[src/rtl/board_input_conditioner_pkg.sv]
// Shared constants for the board switch/key conditioning path.
// The system top reuses these so the Avalon inport width and key polarity stay in one place.
package board_input_conditioner_pkg;

    localparam int IN_WIDTH = 16;

    // Keys on [15:12] are active-low on the board; switches are active-high.
    localparam logic [IN_WIDTH-1:0] DEFAULT_INVERT_MASK = 16'hF000;

endpackage

[src/rtl/board_input_conditioner_debounce_bit.sv]
// One debounced input bit: persistence counter, accepted level and edge pulses.
// Advances only on the shared sample tick from the parent.
module input_debounce_bit #(
    parameter int DB_TICKS = 10
) (
    input  logic clk,
    input  logic reset_n,
    input  logic i_tick,
    input  logic i_sample,
    output logic o_level,
    output logic o_rise,
    output logic o_fall
);

    localparam int CW = $clog2(DB_TICKS + 1);
    localparam logic [CW-1:0] CNT_LAST = CW'(DB_TICKS - 1);

    logic [CW-1:0] r_count;
    logic          r_level;
    logic          r_rise;
    logic          r_fall;

    // A matching sample wipes any partial count, so short glitches never accumulate.
    always_ff @(posedge clk) begin
        if (!reset_n) begin
            r_count <= '0;
            r_level <= 1'b0;
            r_rise  <= 1'b0;
            r_fall  <= 1'b0;
        end else begin
            r_rise <= 1'b0;
            r_fall <= 1'b0;
            if (i_sample == r_level) begin
                r_count <= '0;
            end else if (i_tick) begin
                if (r_count == CNT_LAST) begin
                    r_count <= '0;
                    r_level <= ~r_level;
                    r_rise  <= ~r_level;
                    r_fall  <= r_level;
                end else begin
                    r_count <= r_count + 1'b1;
                end
            end
        end
    end

    assign o_level = r_level;
    assign o_rise  = r_rise;
    assign o_fall  = r_fall;

endmodule

[src/rtl/board_input_conditioner.sv]
// Board switch/key conditioner: synchronise, polarity-correct, debounce and flag edges.
// Feeds the PCIe application-domain inport and its edge-event interrupt flag.
module board_input_conditioner
    import board_input_conditioner_pkg::*;
#(
    parameter int                  TICK_DIV    = 50000,
    parameter int                  DB_TICKS    = 10,
    parameter logic [IN_WIDTH-1:0] INVERT_MASK = DEFAULT_INVERT_MASK
) (
    input  logic                clk,
    input  logic                reset_n,
    input  logic [IN_WIDTH-1:0] raw_in,
    output logic [IN_WIDTH-1:0] db_out,
    output logic [IN_WIDTH-1:0] rise_pulse,
    output logic [IN_WIDTH-1:0] fall_pulse,
    output logic                evt_pending,
    input  logic                evt_clr
);

    localparam int PW = $clog2(TICK_DIV);
    localparam logic [PW-1:0] PRESC_LAST = PW'(TICK_DIV - 1);

    logic [IN_WIDTH-1:0] r_sync1;
    logic [IN_WIDTH-1:0] r_sync2;
    logic [PW-1:0]       r_presc;
    logic                r_evtPending;
    logic [IN_WIDTH-1:0] w_sample;
    logic                w_tick;
    logic                w_anyEdge;

    // Sync flops reset to the inversion mask so idle keys read as released.
    always_ff @(posedge clk) begin
        if (!reset_n) begin
            r_sync1 <= INVERT_MASK;
            r_sync2 <= INVERT_MASK;
        end else begin
            r_sync1 <= raw_in;
            r_sync2 <= r_sync1;
        end
    end

    assign w_sample = r_sync2 ^ INVERT_MASK;
    assign w_tick   = (r_presc == PRESC_LAST);

    always_ff @(posedge clk) begin
        if (!reset_n) begin
            r_presc <= '0;
        end else if (w_tick) begin
            r_presc <= '0;
        end else begin
            r_presc <= r_presc + 1'b1;
        end
    end

    for (genvar i = 0; i < IN_WIDTH; i++) begin : g_bit
        input_debounce_bit #(
            .DB_TICKS (DB_TICKS)
        ) u_bit (
            .clk      (clk),
            .reset_n  (reset_n),
            .i_tick   (w_tick),
            .i_sample (w_sample[i]),
            .o_level  (db_out[i]),
            .o_rise   (rise_pulse[i]),
            .o_fall   (fall_pulse[i])
        );
    end

    assign w_anyEdge = (|rise_pulse) | (|fall_pulse);

    // A new edge wins over a coincident clear so no event is ever lost.
    always_ff @(posedge clk) begin
        if (!reset_n) begin
            r_evtPending <= 1'b0;
        end else if (w_anyEdge) begin
            r_evtPending <= 1'b1;
        end else if (evt_clr) begin
            r_evtPending <= 1'b0;
        end
    end

    assign evt_pending = r_evtPending;

endmodule

[config.mk]
export PLATFORM = sky130hd
export DESIGN_NAME = board_input_conditioner
export DESIGN_NICKNAME = d
export VERILOG_FILES = /design/src/rtl/board_input_conditioner_pkg.sv /design/src/rtl/board_input_conditioner_debounce_bit.sv /design/src/rtl/board_input_conditioner.sv
export SDC_FILE = /design/constraint.sdc
export NUM_CORES = 1
export LEC_CHECK = 0
export ABC_CLOCK_PERIOD_IN_PS = 2000
export CAP_MARGIN = 5
export CORE_MARGIN = 2
export CORE_UTILIZATION = 45
export CTS_CLUSTER_DIAMETER = 30
export DETAILED_ROUTE_END_ITERATION = 16
export HOLD_SLACK_MARGIN = 0.02
export PLACE_DENSITY = 0.68
export SETUP_SLACK_MARGIN = 0.3
export SLEW_MARGIN = 15
export SYNTH_ARGS = -nofsm -noshare
export SYNTH_HDL_FRONTEND = slang
export SYNTH_SLANG_ARGS = --single-unit
[constraint.sdc]
create_clock -name clk -period 2 [get_ports clk]
set_input_delay 0.4 -clock clk [delete_from_list [all_inputs] [get_ports clk]]
set_output_delay 0.4 -clock clk [all_outputs]
set_load 0.1 [all_outputs]
==> metrics list <==
* Post-synth top flop: dfxtp_1
- The root buffer cell chosen for the clock tree is clkbuf_16.
- Summing all flip-flop and latch instances after layout gives 3242 sq um.
- Final core utilization: 60.51%
- For this design the static power due to leakage is 3.411 nW.
- Number of enable flip-flop cells after synthesis: 0
- The total area inside the core boundary comes to roughly 15000 sq um.
- Entering global routing, the biggest net connects 27 pins.
- Area of the mapped netlist: 7092 sq um
- Slew at the pin closest to its max-slew limit: 0.5915 ns
- GR peak layer: met2
- The signal on the critical path passes through nor4bb_4, and4_4, buf_12, nand4_1, nor3b_2.
- Achievable Freq: 0.5561 GHz
* Most frequently used cell type in the post-synthesis netlist: dfxtp_1
* Crit path DAT: 2.15 ns
- The multi-input combinational cells in the finished layout cover a total of 3605 sq um.
- Crit path depth: 5
* Clock-pin slew on the worst setup and hold paths: 0.06 ns
- After synthesis, flip-flops and latches occupy 45.45% of the total area.
* GR Util met1: 25.39%
* Hold-critical path depth: 1
- Relative slew slack: about three fifths
- Number of rows in the core area: 45
* Sort of element at the end of the critical path: flip-flop
* Antenna Nets Post-Route: 0
- Worst path bufs/invs: 1
* Post-synthesis to final-layout area growth: 30.66%
- Counting every instance in the synthesized netlist gives 779.
- Largest driver fanout on the critical path: 11
* Required time of the worst setup path: around 2.4 ns
- The first global-routing pass estimated roughly 27000 microns of wire.
- Post-Syn Nets: 799
* Clock tree buffer depth: 2
* Synthesized area per cell: 9.104 sq um
* Count of hold buffers inserted by post-cts repair: 0
* Drt wl/cell: ~16 microns
- The number of hold violations in the final report was 0.
- Worst R2R Path Depth: 5
- Power spread over the standard cell area amounts to 762.7 nW/um^2.
- The worst hold path belongs to the class flip-flop to flip-flop.
- Longest individual stage delay on the worst path: 0.43 ns
- Via total after detailed routing: 5896
- 0 antenna diodes ended up in the layout.
* Fraction of final layout cells with drive strength greater than 1: 24.02%
- Final HPWL DP: 11630 microns
- After synthesis the netlist holds a flip-flop and latch count of 161.
- H-tree depth: 4
- Overall track demand over capacity in global routing: between 20% and 30%
- Maximum Capacitance Violations: 0
* Number of primary I/O pins: 68
- Later-pin clock latency in the skew report: approximately 0.43 ns
- Clock tree from TritonCTS: yes
- Setup violations remaining at the end of the flow were counted as 0.
- Post-route clock skew: just under 0.005 ns
* CTS Buf Count: 17
- Largest delay contributor family on the critical path: simple AND/OR/NAND/NOR gates
- Layout Nets: 874
- Residual DRC count: 0
- Final total negative setup slack: 0 ns
- Netlist cell types: 37
* Starting DRT DRC Count: 440
* Run status: complete, no violations
- Dividing the detail-routed via count by the number of cells gives 5.474.
- STA classifies the critical path startpoint as a flip-flop.
- Dividing the final minimum period by the clock period gives between 80 and 90%.
- Number of clock sinks: 161
* Fillers: 1241
- Port buffer count: 67
* Cell type contributing the most total cell area after synthesis: dfxtp_1
- Synth warn: 0
* Cell types occupying the most area after synthesis: dfxtp_1 (45%), mux2i_1 (5.5%), buf_4 (5.4%), xnor2_1 (4.0%), nor2_1 (3.8%)
* Minimum clock period: approximately 1.8 ns
- The slowest stage of the critical path is the and4_4 cell.
* Share of the synthesized area in the top cell type: 45.45%
- Leftover overflow at the end of global routing: 0
* Worst Setup Path Type: flip-flop to flip-flop
- Post-synthesis async set-or-reset flop share: 0%
- Antenna violations before repair: 0
- For this configuration, the core starts out at a cell density of between 40% and 50%.
- By count the netlist is led by dfxtp_1 (161), nor2_1 (71), nand2_1 (68).
- Unrepaired setup endpoints after global routing: true
* Die height: ~130 microns
* Met2 Resource Use GR: about a third
* Met3 track demand over resource: under 10%
- VDD sags by at most between 0.5 and 0.6 mV.
- Count of TritonRoute iterations in the first routing pass: 7
* Via count of the first global-routing pass: ~5600
- Pins Over Slew Limit: 0
- Die Outline Area: 16780 sq um
- Placer congestion estimate: ~0.82
* Overall routed net length: roughly 18000 microns
- DIE WIDTH: 129.5 microns
## flip-flops by register name (all words and copies together), names as in the netlist
name	count
r_sync2	16
g_bit.u_bit.o_rise	16
g_bit.u_bit.o_fall	16
g_bit.u_bit.o_level	16
g_bit.u_bit.r_count	64
evt_pending	1
r_sync1	16
r_presc	16
## what timing repair did
action | 4_1_cts | 5_1_grt
gates cloned | 1 | 3
setup buffers | 15 | 17
setup endpoints to repair | 85 | 105
pin swaps | 13 | 46
gates resized for setup | 34 | 58
endpoints found under the hold margin | 0 | 0
## metal layers
| layer | share of wire (%) | routed length (microns) |
|---|---|---|
| met1 | 43 | 7564 |
| met2 | 50 | 8807 |
| met3 | 4.4 | 784 |
| met4 | 2.9 | 519 |
| met5 | 0 | 0 |
## cell usage in the layout, fill, tap and decap left out, types with 5 or more instances in the layout
cell               n
dfxtp_1          150
buf_4             79
nor2_1            70
nand2_1           67
mux2i_1           39
nand4_1           32
xnor2_1           27
nor2b_1           26
nand3_1           26
and2_1            24
inv_1             21
buf_12            21
nor3b_2           19
clkbuf_16         19
a21oi_1           18
clkdlybuf4s50_1   17
and4_1            16
nor3b_1           16
nand4b_1          16
xor2_1            14
o21ai_0           13
a31oi_1           13
buf_6             11
and3b_1           10
nor4_1             9
dfxtp_2            9
nand2b_1           8
bufinv_16          6
and3_1             5
xnor2_2            5
## power by group
part	internal (mW)	switching [mW]	total, mW
logic	0.0871	0.0820	0.169
clock network	2.36	1.27	3.63
registers	3.24	0.0269	3.27
## final timing paths
path | start | end | slack [ns]
setup / recovery | r_presc[5] | g_bit[7].u_bit.o_rise | 0.20
setup reg to reg | r_presc[5] | g_bit[7].u_bit.o_rise | 0.20
hold reg to reg | r_sync1[13] | r_sync2[13] | 0.41
hold / removal | r_sync1[13] | r_sync2[13] | 0.41
## stage by stage
stage / power, mW / cells / hold WS [ns] / setup slack, ns / instance area, sq um
CTS: 7.105 / 1057 / 0.4074 / 0.2433 / 8798
detailed placement: 3.486 / 1010 / 0.3930 / 0.05561 / 7870
global placement: 3.481 / 1010 / 0.3963 / 0.1962 / 7870
finish: 7.067 / 1077 / 0.4057 / 0.2019 / 9266
floorplan: 3.411 / 779 / 0.3863 / 0.3309 / 7097
global route: 7.279 / 1077 / 0.4349 / 0.1216 / 9266
## layout make-up
cell class              instances  share of cell area [%]
repair buffers                134                   15.33
clock inverters                11                   2.268
clock buffers                  20                   4.820
multi-input cells             519                   38.90
well taps                     211                   2.849
inverters                      21                  0.8507
flip-flops and latches        161                   34.99
## cell families after synthesis
group / count (synthesis) / share of synthesized area, %
DFF: 161 / 45.45
buffers and inverters: 99 / 8.204
AOI/OAI and AO/OA: 62 / 5.169
muxes: 39 / 5.505
xor gates and xnor gates: 46 / 5.681
and+or+nand+nor: 371 / 29.82
adders and majority gates: 1 / 0.1764
## worst reg2reg max path, stage by stage (launching register included)
cell and delay [ns]:
dfxtp_4 0.35, nor4bb_4 0.38, and4_4 0.43, buf_12 0.17
nand4_1 0.17, nor3b_2 0.21
Power figures use the tool's default switching activity.
